===== config.mk =====
export PLATFORM = sky130hd
export DESIGN_NAME = control_unit
export DESIGN_NICKNAME = d
export VERILOG_FILES = /design/src/rtl/control_unit_pkg.sv /design/src/rtl/control_unit.sv
export SDC_FILE = /design/constraint.sdc
export NUM_CORES = 1
export LEC_CHECK = 0
export BUFFER_PORTS_ARGS = -buffer_cell sky130_fd_sc_hd__buf_2
export CORE_UTILIZATION = 40
export DETAILED_ROUTE_END_ITERATION = 16
export PLACE_DENSITY_LB_ADDON = 0.12
export SETUP_SLACK_MARGIN = 0.3
export SLEW_MARGIN = 0
export SYNTH_ARGS = -nofsm -noshare
export SYNTH_HDL_FRONTEND = slang
export SYNTH_SLANG_ARGS = --single-unit

===== constraint.sdc =====
create_clock -name clk -period 2.5 [get_ports clk]
set_input_delay 0.125 -clock clk [delete_from_list [all_inputs] [get_ports clk]]
set_output_delay 0.125 -clock clk [all_outputs]
set_load 0.005 [all_outputs]

===== src/rtl/control_unit_pkg.sv =====
// Shared definitions for the Mini SRC control unit: control-strobe bit
// positions, opcode values, sequencer states and the opcode-class decoder.
package control_unit_pkg;

  localparam int CTRL_BITS = 28;

  localparam int PC_OUT              = 0;
  localparam int ZLO_OUT             = 1;
  localparam int ZHI_OUT             = 2;
  localparam int HI_OUT              = 3;
  localparam int LO_OUT              = 4;
  localparam int MDR_OUT             = 5;
  localparam int INPORT_OUT          = 6;
  localparam int C_SIGN_EXTENDED_OUT = 7;
  localparam int R_OUT               = 8;
  localparam int BA_OUT              = 9;
  localparam int MAR_ENABLE          = 10;
  localparam int Z_ENABLE            = 11;
  localparam int LO_ENABLE           = 12;
  localparam int HI_ENABLE           = 13;
  localparam int PC_ENABLE           = 14;
  localparam int MDR_ENABLE          = 15;
  localparam int READ                = 16;
  localparam int RAM_WRITE           = 17;
  localparam int IR_ENABLE           = 18;
  localparam int Y_ENABLE            = 19;
  localparam int PC_INCREMENT        = 20;
  localparam int R_IN                = 21;
  localparam int GRA                 = 22;
  localparam int GRB                 = 23;
  localparam int GRC                 = 24;
  localparam int CON_ENABLE          = 25;
  localparam int OUTPORT_ENABLE      = 26;
  localparam int R15_ENABLE          = 27;

  localparam logic [4:0] OP_LD         = 5'b00000;
  localparam logic [4:0] OP_LDI        = 5'b00001;
  localparam logic [4:0] OP_ST         = 5'b00010;
  localparam logic [4:0] OP_ALU_FIRST  = 5'b00011;
  localparam logic [4:0] OP_ALU_LAST   = 5'b01011;
  localparam logic [4:0] OP_ALUI_FIRST = 5'b01100;
  localparam logic [4:0] OP_ALUI_LAST  = 5'b01110;
  localparam logic [4:0] OP_BR         = 5'b10011;
  localparam logic [4:0] OP_IN         = 5'b10110;
  localparam logic [4:0] OP_OUT        = 5'b10111;
  localparam logic [4:0] OP_MFHI       = 5'b11000;
  localparam logic [4:0] OP_MFLO       = 5'b11001;
  localparam logic [4:0] OP_NOP        = 5'b11010;
  localparam logic [4:0] OP_HALT       = 5'b11011;

  typedef enum logic [3:0] {
    ST_RST, ST_T0, ST_T1, ST_T2, ST_T3, ST_T4, ST_T5, ST_T6, ST_T7, ST_HALTED
  } state_e;

  typedef enum logic [3:0] {
    CLS_LD, CLS_LDI, CLS_ST, CLS_ALU_R, CLS_ALU_I, CLS_BR, CLS_IN, CLS_OUT,
    CLS_MFHI, CLS_MFLO, CLS_NOP, CLS_HALT, CLS_ILLEGAL
  } instr_cls_e;

  // Collapses the opcode space into the handful of step sequences the
  // sequencer actually distinguishes.
  function automatic instr_cls_e decode_op(input logic [4:0] op);
    decode_op = CLS_ILLEGAL;
    if (op >= OP_ALU_FIRST && op <= OP_ALU_LAST) begin
      decode_op = CLS_ALU_R;
    end else if (op >= OP_ALUI_FIRST && op <= OP_ALUI_LAST) begin
      decode_op = CLS_ALU_I;
    end else begin
      case (op)
        OP_LD:   decode_op = CLS_LD;
        OP_LDI:  decode_op = CLS_LDI;
        OP_ST:   decode_op = CLS_ST;
        OP_BR:   decode_op = CLS_BR;
        OP_IN:   decode_op = CLS_IN;
        OP_OUT:  decode_op = CLS_OUT;
        OP_MFHI: decode_op = CLS_MFHI;
        OP_MFLO: decode_op = CLS_MFLO;
        OP_NOP:  decode_op = CLS_NOP;
        OP_HALT: decode_op = CLS_HALT;
        default: decode_op = CLS_ILLEGAL;
      endcase
    end
  endfunction

endpackage


===== src/rtl/control_unit.sv =====
// Mini SRC control sequencer: three fetch steps followed by opcode-specific
// execute steps, one strobe set per clock.
module control_unit
  import control_unit_pkg::*;
#(
  parameter int CTRL_W = CTRL_BITS
) (
  input  logic              clk,
  input  logic              clr,
  input  logic [31:0]       ir,
  input  logic              con_ff,
  output logic [CTRL_W-1:0] ctrl,
  output logic              run,
  output logic              done,
  output logic              illegal
);

  state_e     state_q, state_d;
  instr_cls_e cls;
  logic       fin;
  logic       halt_go;
  logic       unused_ir;

  assign cls       = decode_op(ir[31:27]);
  assign unused_ir = ^ir[26:0];
  assign run       = (state_q != ST_RST) && (state_q != ST_HALTED);

  // NOTE: state register uses non-blocking assignment; all decode below is
  // purely combinational with every output defaulted first, so no latches.
  always_ff @(posedge clk or negedge clr) begin
    if (!clr) state_q <= ST_RST;
    else      state_q <= state_d;
  end

  always_comb begin
    state_d = state_q;
    ctrl    = '0;
    done    = 1'b0;
    illegal = 1'b0;
    fin     = 1'b1;  // unexpected step/class combinations fall back to fetch
    halt_go = 1'b0;
    case (state_q)
      ST_RST:    state_d = ST_T0;
      ST_HALTED: state_d = ST_HALTED;
      ST_T0: begin
        ctrl[PC_OUT] = 1'b1; ctrl[MAR_ENABLE] = 1'b1;
        ctrl[PC_INCREMENT] = 1'b1; ctrl[Z_ENABLE] = 1'b1;
        state_d = ST_T1;
      end
      ST_T1: begin
        ctrl[ZLO_OUT] = 1'b1; ctrl[PC_ENABLE] = 1'b1;
        ctrl[READ] = 1'b1; ctrl[MDR_ENABLE] = 1'b1;
        state_d = ST_T2;
      end
      ST_T2: begin
        ctrl[MDR_OUT] = 1'b1; ctrl[IR_ENABLE] = 1'b1;
        state_d = ST_T3;
      end
      default: begin
        case (cls)
          CLS_LD, CLS_LDI, CLS_ST: begin
            case (state_q)
              ST_T3: begin
                ctrl[GRB] = 1'b1; ctrl[BA_OUT] = 1'b1; ctrl[Y_ENABLE] = 1'b1;
                fin = 1'b0;
              end
              ST_T4: begin
                ctrl[C_SIGN_EXTENDED_OUT] = 1'b1; ctrl[Z_ENABLE] = 1'b1;
                fin = 1'b0;
              end
              ST_T5: begin
                ctrl[ZLO_OUT] = 1'b1;
                if (cls == CLS_LDI) begin
                  ctrl[GRA] = 1'b1; ctrl[R_IN] = 1'b1; done = 1'b1;
                end else begin
                  ctrl[MAR_ENABLE] = 1'b1; fin = 1'b0;
                end
              end
              ST_T6: if (cls != CLS_LDI) begin
                ctrl[MDR_ENABLE] = 1'b1;
                if (cls == CLS_LD) ctrl[READ] = 1'b1;
                else begin ctrl[GRA] = 1'b1; ctrl[R_OUT] = 1'b1; end
                fin = 1'b0;
              end
              ST_T7: if (cls != CLS_LDI) begin
                if (cls == CLS_LD) begin
                  ctrl[MDR_OUT] = 1'b1; ctrl[GRA] = 1'b1; ctrl[R_IN] = 1'b1;
                end else begin
                  ctrl[RAM_WRITE] = 1'b1;
                end
                done = 1'b1;
              end
              default: ;
            endcase
          end
          CLS_ALU_R, CLS_ALU_I: begin
            case (state_q)
              ST_T3: begin
                ctrl[GRB] = 1'b1; ctrl[R_OUT] = 1'b1; ctrl[Y_ENABLE] = 1'b1;
                fin = 1'b0;
              end
              ST_T4: begin
                if (cls == CLS_ALU_R) begin
                  ctrl[GRC] = 1'b1; ctrl[R_OUT] = 1'b1;
                end else begin
                  ctrl[C_SIGN_EXTENDED_OUT] = 1'b1;
                end
                ctrl[Z_ENABLE] = 1'b1;
                fin = 1'b0;
              end
              ST_T5: begin
                ctrl[ZLO_OUT] = 1'b1; ctrl[GRA] = 1'b1; ctrl[R_IN] = 1'b1;
                done = 1'b1;
              end
              default: ;
            endcase
          end
          CLS_BR: begin
            case (state_q)
              ST_T3: begin
                ctrl[GRA] = 1'b1; ctrl[R_OUT] = 1'b1; ctrl[CON_ENABLE] = 1'b1;
                fin = 1'b0;
              end
              ST_T4: begin
                ctrl[PC_OUT] = 1'b1; ctrl[Y_ENABLE] = 1'b1;
                fin = 1'b0;
              end
              ST_T5: begin
                ctrl[C_SIGN_EXTENDED_OUT] = 1'b1; ctrl[Z_ENABLE] = 1'b1;
                fin = 1'b0;
              end
              ST_T6: begin
                if (con_ff) begin
                  ctrl[ZLO_OUT] = 1'b1; ctrl[PC_ENABLE] = 1'b1;
                end
                done = 1'b1;
              end
              default: ;
            endcase
          end
          default: if (state_q == ST_T3) begin
            case (cls)
              CLS_IN:   begin ctrl[INPORT_OUT] = 1'b1; ctrl[GRA] = 1'b1; ctrl[R_IN] = 1'b1; end
              CLS_OUT:  begin ctrl[GRA] = 1'b1; ctrl[R_OUT] = 1'b1; ctrl[OUTPORT_ENABLE] = 1'b1; end
              CLS_MFHI: begin ctrl[HI_OUT] = 1'b1; ctrl[GRA] = 1'b1; ctrl[R_IN] = 1'b1; end
              CLS_MFLO: begin ctrl[LO_OUT] = 1'b1; ctrl[GRA] = 1'b1; ctrl[R_IN] = 1'b1; end
              default: ;
            endcase
            done    = (cls != CLS_HALT);
            illegal = (cls == CLS_ILLEGAL);
            halt_go = (cls == CLS_HALT);
          end
        endcase
        if (halt_go)  state_d = ST_HALTED;
        else if (fin) state_d = ST_T0;
        else          state_d = state_e'(state_q + 4'd1);
      end
    endcase
  end

endmodule

; ---- Yosys cells after proc, flatten, opt, wreduce, memory -nomap -nowiden
; Memory sizes are Yosys's and may differ from the RTL's.
; Cells that the tools add are included.
[classes]
n_addsub = 1
multipliers = 0
div = 0
order_cmp = 4
eq_ne = 23
n_shift = 0
n_mux = 91
n_bitwise = 0
n_reduce_logical = 18
[op_table]
columns = operator, count
row1 = 1-bit 2-to-1 mux, 53
row2 = 4-bit by 3-bit equality test with 1-bit output (second input constant), 8
row3 = 4-bit equality test (second input constant), 6
row4 = 1-bit case mux with 3 select lines, 8
row5 = 2-bit 2-to-1 mux, 11
row6 = 4-bit 2-to-1 mux, 5
row7 = 4-bit case mux with 5 select lines, 1
row8 = 1-bit case mux with 2 select lines, 9
row9 = 4-bit by 2-bit equality test with 1-bit output (second input constant), 4
row10 = 4-bit OR reduction, 4
row11 = 5-bit by 4-bit less-or-equal comparator with 1-bit output (second input constant), 2
row12 = 5-bit OR reduction, 2
row13 = 3-bit OR reduction, 3
row14 = 4-bit by 1-bit equality test with 1-bit output (second input constant), 2
row15 = 4-bit zero test, 2
row16 = 4-bit != test (second input constant), 2
row17 = 6-bit 2-to-1 mux, 1
row18 = 3-bit case mux with 2 select lines, 1
row19 = 6-bit OR reduction, 1
row20 = 5-bit by 2-bit >= comparator with 1-bit output (second input constant), 1
row21 = 5-bit by 4-bit >= comparator with 1-bit output (second input constant), 1
row22 = 4-bit by 1-bit adder with 4-bit output (second input constant), 1
row23 = 4-bit by 1-bit != test with 1-bit output (second input constant), 1
row24 = 2-bit case mux with 2 select lines, 1
row25 = 4 further kinds, 7
[totals]
register_bits = 4
latch_bits = 0
ramBits = 0
rom_bits = 128
input_bits = 35
output_inout_bits = 31
wordCells = 139
memories = 1
[memory_table]
columns = memory, words, width, rd, rd_clocked_by_memory_dff, wr, line_no
row1 = (no name shown), 32, 4, 1, 0, 0, control_unit_pkg.sv:69  ; case (op)

; ---- Depth between registers and ports, before layout
; Gate-level depths: netlist (run 1).
[depth]
word_depth = 12
depth_mapped = 8
ltp_nobuf = 7

; ---- Worst setup path before layout (run 1)
; No wires, ideal clock.
[synth_timing]
path_kind = register -> register
startpoint = reg state_q[0]
endpoint = reg state_q[1]
setup_ns = 0.126
arrival_ns = 1.615
t_required_ns = 2.374
slack_ns = 0.759
path_stages_with_launch = 9
n_path_buf = 1
synth_period_minus_slack_ns = 1.741
cell_sequence = dfrtp_1 > inv_1 > ha_1 > clkbuf_1 > nor2_1 > nor4_1 > o31ai_1 > nor2_2 > a221o_1
[synth_via]
elab_chain_cells = 8
word_cells_on_any_way = 23
classes_between = add/sub: 1 / eq/ne: 8 / mux: 11 / reduce/logical: 3
[synth_rtl]
columns = item, line_no
row1 = from (decl), control_unit.sv:18  ; state_e state_q, state_d;
row2 = from (signal assigned), control_unit.sv:32  ; else state_q <= state_d;
row3 = 4-bit by 3-bit equality test with 1-bit output (on tied branches), n/a
row4 = 2-bit OR reduction (no line) / 3-bit OR reduction (equally long branches), n/a
row5 = 1-bit case mux with 3 select lines (tied with other cells), control_unit.sv:62  ; case (state_q)
row6 = 1-bit case mux with 3 select lines, control_unit.sv:60  ; case (cls)
row7 = 1-bit 2-to-1 mux, control_unit.sv:42  ; case (state_q)
row8 = 4-bit 2-to-1 mux, control_unit.sv:155  ; else if (fin) state_d = ST_T0;
row9 = 4-bit 2-to-1 mux, control_unit.sv:154  ; if (halt_go) state_d = ST_HALTED;
row10 = 4-bit case mux with 5 select lines (*), control_unit.sv:42
row11 = via state_d[1], control_unit.sv:18
; Mark *: on every way through the listed nets, which the timed path passes. The rest lies on a longest branch. The select of a mux whose other input is x is not followed.

; ---- Final worst setup path (run 1)
[layout_timing]
startpoint = reg state_q[0]
endpoint = out ctrl[8]
[layout_via]
elab_chain_cells = 4
word_cells_on_any_way = 15
classes_between = eq/ne: 7 / mux: 6 / reduce/logical: 2
[layout_rtl]
columns = item, line_no
row1 = 4-bit by 3-bit equality test with 1-bit output (on tied branches), n/a
row2 = 1-bit case mux with 2 select lines (tied with other cells), control_unit.sv:97  ; case (state_q)
row3 = 1-bit case mux with 3 select lines, control_unit.sv:60
row4 = 4-bit 2-to-1 mux (*), control_unit.sv:42
row5 = to (decl), control_unit.sv:12  ; output logic [CTRL_W-1:0] ctrl,
; Mark *: on every way between the ends. The rest lies on a longest branch, timed or not.

==> results of run 1 <==
## critical path: cells and delay by family, from the launching register on
kind | cells | cell delay, ns
adders and majority gates | 1 | 0.34
AOI/OAI and AO/OA | 3 | 0.48
DFF | 1 | 0.41
buffers and inverters | 2 | 0.24
and+or+nand+nor | 2 | 0.32
## worst paths after layout
check	startpoint	endpoint	slack (ns)	cells after the start
max in group asynchronous	clr	state_q[3]	2.16	2
min	clr	state_q[1]	0.23	2
max	state_q[0]	ctrl[8]	0.35	8
min reg2reg	state_q[0]	state_q[0]	0.54	1
min in group clk	ir[30]	state_q[3]	0.50	4
max reg2reg	state_q[0]	state_q[1]	0.64	7
## per-stage QoR
stage          power (mW)  hold slack (ns)
4_1_cts             0.870            0.222
3_5_place_dp        0.786          -0.0691
2_1_floorplan       0.575           -0.171
3_3_place_gp        0.777          -0.0710
5_1_grt             0.969            0.252
6_report            0.875            0.227
## final cells by class
class	count	area (sq um)	share of cell area [%]
clock buffers	3	22.5	1.97
multi-input cells	125	769	67.2
flip-flops and latches	4	100	8.74
repair buffers	37	195	17.0
inverters	6	22.5	1.97
well taps	28	35.0	3.06
## cells in the mapped netlist, types with 2 or more instances
cell,instances
a211oi_1,4
nor4_1,3
clkbuf_1,7
nand3_1,8
o21a_1,3
buf_4,6
nand3b_1,7
a31o_2,2
nand2_1,13
a21oi_1,6
xnor2_1,2
nor2_1,16
nor3_1,8
dfrtp_1,4
inv_1,6
and2_1,2
nand4b_1,2
nand2b_1,5
a32oi_1,2
ha_1,4
o21ai_0,10
buf_2,4
and3_1,3
## kinds of logic (layout without fill, tap and decap cells)
kind of cell,Yosys count,in the layout,synth area share (%)
AOI/OAI and AO/OA,38,38,26.8
xor gates and xnor gates,2,2,1.80
adders and majority gates,4,4,5.15
buffers and inverters,24,46,12.2
DFF,4,4,10.3
muxes,1,1,1.03
other,1,4,0.386
and+or+nand+nor,76,76,42.3
## power groups by stage
stage	Sequential, mW	Combinational (mW)	Clock [mW]
after floorplan	0.110	0.464	0
after global placement	0.128	0.649	0
after detailed placement	0.130	0.656	0
after CTS	0.129	0.662	0.0790
after global routing	0.134	0.749	0.0855
final	0.130	0.671	0.0745
## layout by cell type, fill, tap and decap left out, types with 2 or more instances in the layout
master and count:
nand3_1 8, a21oi_1 6, nand2_1 13, o21a_1 3, a31o_2 2, xnor2_1 2, nor4_1 3, inv_1 6
dfrtp_1 4, nor2_1 16, nor3_1 8, nand4b_1 2, conb_1 4, buf_4 2, buf_2 34, nand2b_1 5
and2_1 2, and3_1 3, nand3b_1 7, a32oi_1 2, clkbuf_4 3, o21ai_0 9, ha_1 3, a211oi_1 4
## routing by layer
layer / GRT usage (%) / part of all wire, % / routed length, microns / vias to the layer above
met4: 2.70 / 0 / 0 / 0
li1: - / - / - / 586
met1: 32.4 / 48 / 1290 / 527
met2: 31.8 / 45 / 1210 / 54
met3: 1.79 / 6.3 / 169 / 0
met5: 0 / 0 / 0 / -
## what timing repair did
item,in CTS,in global routing
hold buffers,1,0
hold endpoints to repair,4,0
pin swaps,0,0
endpoints found under the setup margin,3,6
resized for setup,1,2
==> results.cfg, run 1 <==
[drt]
route.detailed.wl_per_inst_microns = 13.1
drtPass1Iterations = 4
vias_per_cell = 5.75
first_iter_violations = 40
vias = 1167
routed_wl_microns = 2670
drc = 0
ant_nets = 0

[finish]
largest_register = state_q
stdcell_count = 203
final_util_pct = 50.8
design_area_sq_mm = 0.00114
reg.largest.list = state_q x4
nNetsFinal = 216
fillCellCount = 255
antenna_cells = 0
areaGrowthSynthToFinish_pct = 17.8
drive_gt1_share_pct = 28.6
largest_reg_flops = 4

[placement]
dp.cells = 199
numPortBuffers = 34
gp_congestion = 0.895
dpl_cell_area_sq_mm = 0.00111
dp.final_hpwl_microns = 2000
dp_slack_ns = 0.455

[timing]
fin_crit_sh_pct = 86.0
period_needed_ns = 2.15
drv_slew = 0
hold_viol = 0
setup_tns_ns = 0
max_freq_ghz = 0.465
setup_viol_count_final = 0
setup_slack_ns = 0.349
rsz0062_at_grt = true
fin_skew_ns = 0.00189

[clock_network]
cts-buffers-inserted = 3
h-tree-depth = 1
post_cts_buffers = 0
cts_tree = yes
cts_buffer_depth = 2
cts.clk_slew.worst_paths_ns = 0.03
cts_sinks = 4
root_buffer = clkbuf_4
clkLatencyLatePin_ns = 0.23

[critical_path]
cp.required_ns = 2.38
crit_fanout = 9
worst_path_most_repeated_cell = nor2_1
slowest_stage = dfrtp_1
slowest_delay_ns = 0.41
path_class = reg -> out
crit_path_start_kind = flip-flop
cp-end-kind = primary output
cp.arrival_ns = 2.03
path_cells = inv_1 -> ha_1 -> nor2_1 -> nor2_1 -> a211oi_1 -> a211o_1 -> a22oi_1 -> buf_2

[flow_run]
maxCapViolations = 0

[synth]
synthTopCellsByArea = dfrtp_1 10%, nor2_1 6.2%, nand3b_1 5.4%
synth_edf_count = 0
ys_types = 46
netlist_area_sq_um = 972
synth_top_area_share_pct = 10.3
ys_seq_area_share_pct = 10.3
syn_avg_cell_area_sq_um = 6.48
async_flop_share_pct = 100
netlist_instances = 150
synthFlopType = dfrtp_1
ys_ff_latch = 4
synth_warnings = 0
yosys.area.top_type = dfrtp_1

[floorplanning]
die_h_microns = 51.3
fp-row-count = 17
die_x_microns = 51.3
boundaryPins = 66
fp.dieArea_sq_mm = 0.00263
initial_core_util_pct = 43.1
core_sq_mm = 0.00225

[min_path]
hp-class = in -> async

[pwr]
vdd_drop_max_v = 0.000579
power_density_mw_per_mm2 = 764
power_frac_comb_pct = 76.7
pwr-share-seq_pct = 14.8
power.internal_uw = 427
power_switching_uw = 447
clkPwrFrac_pct = 8.5
power.share.switching_pct = 51.1
p_leak_nw = 0.528

[grt]
overflow = 0
grt_pass1_wl_microns = 4330
grt_start_max_net_pins = 18
grt_usage_pct = 21.0
grt_pass1_vias = 966
antenna_found_initial = 0

[run_status]
status = completed
(Power assumes the default switching activity.)
==> run 2, diff against run 1 <==
- ABC_AREA: default -> 1
==> run 2 against run 1 <==
Clock-buffer cell count did not move. Flip-flop and latch count stayed put. Non-clock buffer count fell by 1. Final cell count rose by 28%. Global-route usage is essentially flat. Setup slack improved by 0.057 ns. Critical path type unchanged. Worst hold slack improved by 0.014 ns. Largest power group unchanged. Largest cell class unchanged. Synthesized area rose by 14%.
==> results.cfg, run 2 <==
[timing]
hold_viol = 0
max_freq_ghz = 0.478
fin_skew_ns = 0.00108
setup_viol_count_final = 0
period_needed_ns = 2.09
holdWs_ns = 0.240
worstMarginPinSlew_ns = 0.533
drv_slew = 0
rsz0062_at_grt = false
setup_tns_ns = 0
setup_slack_ns = 0.406
fin_crit_sh_pct = 83.8
slew_headroom_pct = 64.2

[grt]
overflow = 0
grt_pass1_wl_microns = 4620
antenna_found_initial = 0
grt_start_max_net_pins = 11
grt_pass1_vias = 1039
grt_usage_pct = 20.9

[clock_network]
root_buffer = clkbuf_4
cts-buffers-inserted = 3
cts_tree = yes
cts.clk_slew.worst_paths_ns = 0.04
cts_buffer_depth = 2
cts_sinks = 4
clkLatencyLatePin_ns = 0.23
h-tree-depth = 1

[finish]
areaGrowthSynthToFinish_pct = 21.3
nNetsFinal = 270
layout_common_cells = 51 x nand2_1, 34 x buf_2, 28 x inv_1
final_common_cell = nand2_1
fillCellCount = 286
antenna_cells = 0
reg.largest.list = state_q x4
largest_register = state_q
multi_input_area_sq_um = 843
drive_gt1_share_pct = 32.3
largest_reg_flops = 4
regArea_sq_um = 101

[placement]
dp_slack_ns = 0.523
dp.final_hpwl_microns = 2490
gp_congestion = 0.917
numPortBuffers = 34

[synth]
synth_fa_ha_area_share_pct = 4.54
synth_top_area_share_pct = 17.3
ys_types = 30
yosys.area_share.xor_xnor_pct = 0.794
muxShareOfSynthArea_pct = 0
async_flop_share_pct = 100
synthTopCellsByArea = nand2_1 17%, inv_1 9.5%, nor2_1 9.2%
ys_ff_latch = 4
synthSimpleGateAreaFrac_pct = 57.0
netlist_area_sq_mm = 0.00110
syn_avg_cell_area_sq_um = 5.78
synth_compound_area_share_pct = 12.5
synthFlopType = dfrtp_1
yosys.area.top_type = nand2_1
synth_edf_count = 0
ys_seq_area_share_pct = 9.07
synth.most_common_cell = nand2_1
yosys-top-cells-count = 51 x nand2_1, 28 x inv_1, 27 x nor2_1
synth_warnings = 0
synth_top_family_by_area = simple AND/OR/NAND/NOR gates
netlist_instances = 191

[critical_path]
path_cells = inv_1 -> ha_1 -> inv_1 -> nor2_4 -> inv_4 -> nand2_1 -> inv_1 -> o21ai_0 -> a21oi_1 -> nand3_1 -> o21ai_1 -> inv_1 -> buf_2
cp.arrival_ns = 1.97
cp.required_ns = 2.38
path_class = reg -> out
cp-end-kind = primary output
worst_path_most_repeated_cell = inv_1
crit_path_start_kind = flip-flop
crit_fanout = 10
slowest_delay_ns = 0.40
reg2reg_to = state_q[0]
slowest_stage = dfrtp_2
rrSetupSlack_ns = 0.59
reg2reg_depth = 13
r2r_start = state_q[0]

[flow_run]
maxCapViolations = 0

[pwr]
power_density_mw_per_mm2 = 682
total_power_uw = 913
p_leak_nw = 0.798
vdd_drop_max_v = 0.000609

[drt]
routed_wl_microns = 2930
ant_nets = 0
vias = 1256
vias_per_cell = 4.85
route.detailed.wl_per_inst_microns = 11.3
drtPass1Iterations = 4
drc = 0
first_iter_violations = 22

[floorplanning]
fp.dieArea_sq_mm = 0.00297
die_x_microns = 54.5
fp-row-count = 18
die_h_microns = 54.5
initial_core_util_pct = 43.4
boundaryPins = 66
core_sq_mm = 0.00254

[min_path]
hp-class = in -> async

[run_status]
status = completed
[run 2: worst max-delay path: cells and delay by family (launching register included)]
family | cells | cell delay [ns]
AND/OR/NAND/NOR | 3 | 0.25
buffers and inverters | 6 | 0.58
AO/OA/AOI/OAI | 3 | 0.30
flip-flops | 1 | 0.40
adder cells (fa/ha/maj) | 1 | 0.21
[run 2: cells by family (layout without fill, tap and decap cells)]
kind of cell / Yosys count / in the layout
and+or+nand+nor: 120 / 120
buffers and inverters: 41 / 76
other: 1 / 4
xor gates and xnor gates: 1 / 1
DFF: 4 / 4
adders and majority gates: 4 / 4
AOI/OAI and AO/OA: 20 / 20
[run 2: area by class of cell]
class                           count  share of cell area [%]
Timing Repair Buffer               36                    14.0
Tap cell                           30                    2.80
Clock buffer                        3                    1.68
Inverter                           37                    10.9
Sequential cell                     4                    7.57
Multi-Input combinational cell    149                    63.0
[run 2: worst max-delay path by stage]
stage	depth (start not counted)	endpoint	start
after detailed placement	13	state_q[0]	state_q[0]
after global placement	13	state_q[0]	state_q[0]
final	13	ctrl[8]	state_q[0]
after CTS	13	ctrl[8]	state_q[0]
after floorplan	13	state_q[0]	state_q[0]
after global routing	13	ctrl[8]	state_q[0]
[run 2: timing repair]
item | in CTS | in global routing
resized for setup | 0 | 3
hold buffers | 1 | 0
endpoints found under the setup margin | 0 | 3
buffers inserted | 0 | 1
hold endpoints to repair | 4 | 0
[run 2: power by group]
| part | internal (mW) | switching, mW |
|---|---|---|
| Clock | 0.0536 | 0.0244 |
| Sequential | 0.0958 | 0.0367 |
| Combinational | 0.264 | 0.439 |
[run 2: through the flow]
stage	instance area [sq um]	utilization, %	std cells
finish	1340	52.6	259
CTS	1330	52.1	258
floorplan	1110	-	194
global route	1340	52.6	259
global placement	1290	50.8	254
detailed placement	1290	50.8	254
[run 2: metal layers]
layer | GRT usage [%] | vias up | part of all wire (%)
met5 | 0 | - | 0
met4 | 0.855 | 0 | 0
met2 | 31.3 | 41 | 41
li1 | - | 670 | -
met3 | 3.06 | 0 | 5.4
met1 | 32.5 | 545 | 54
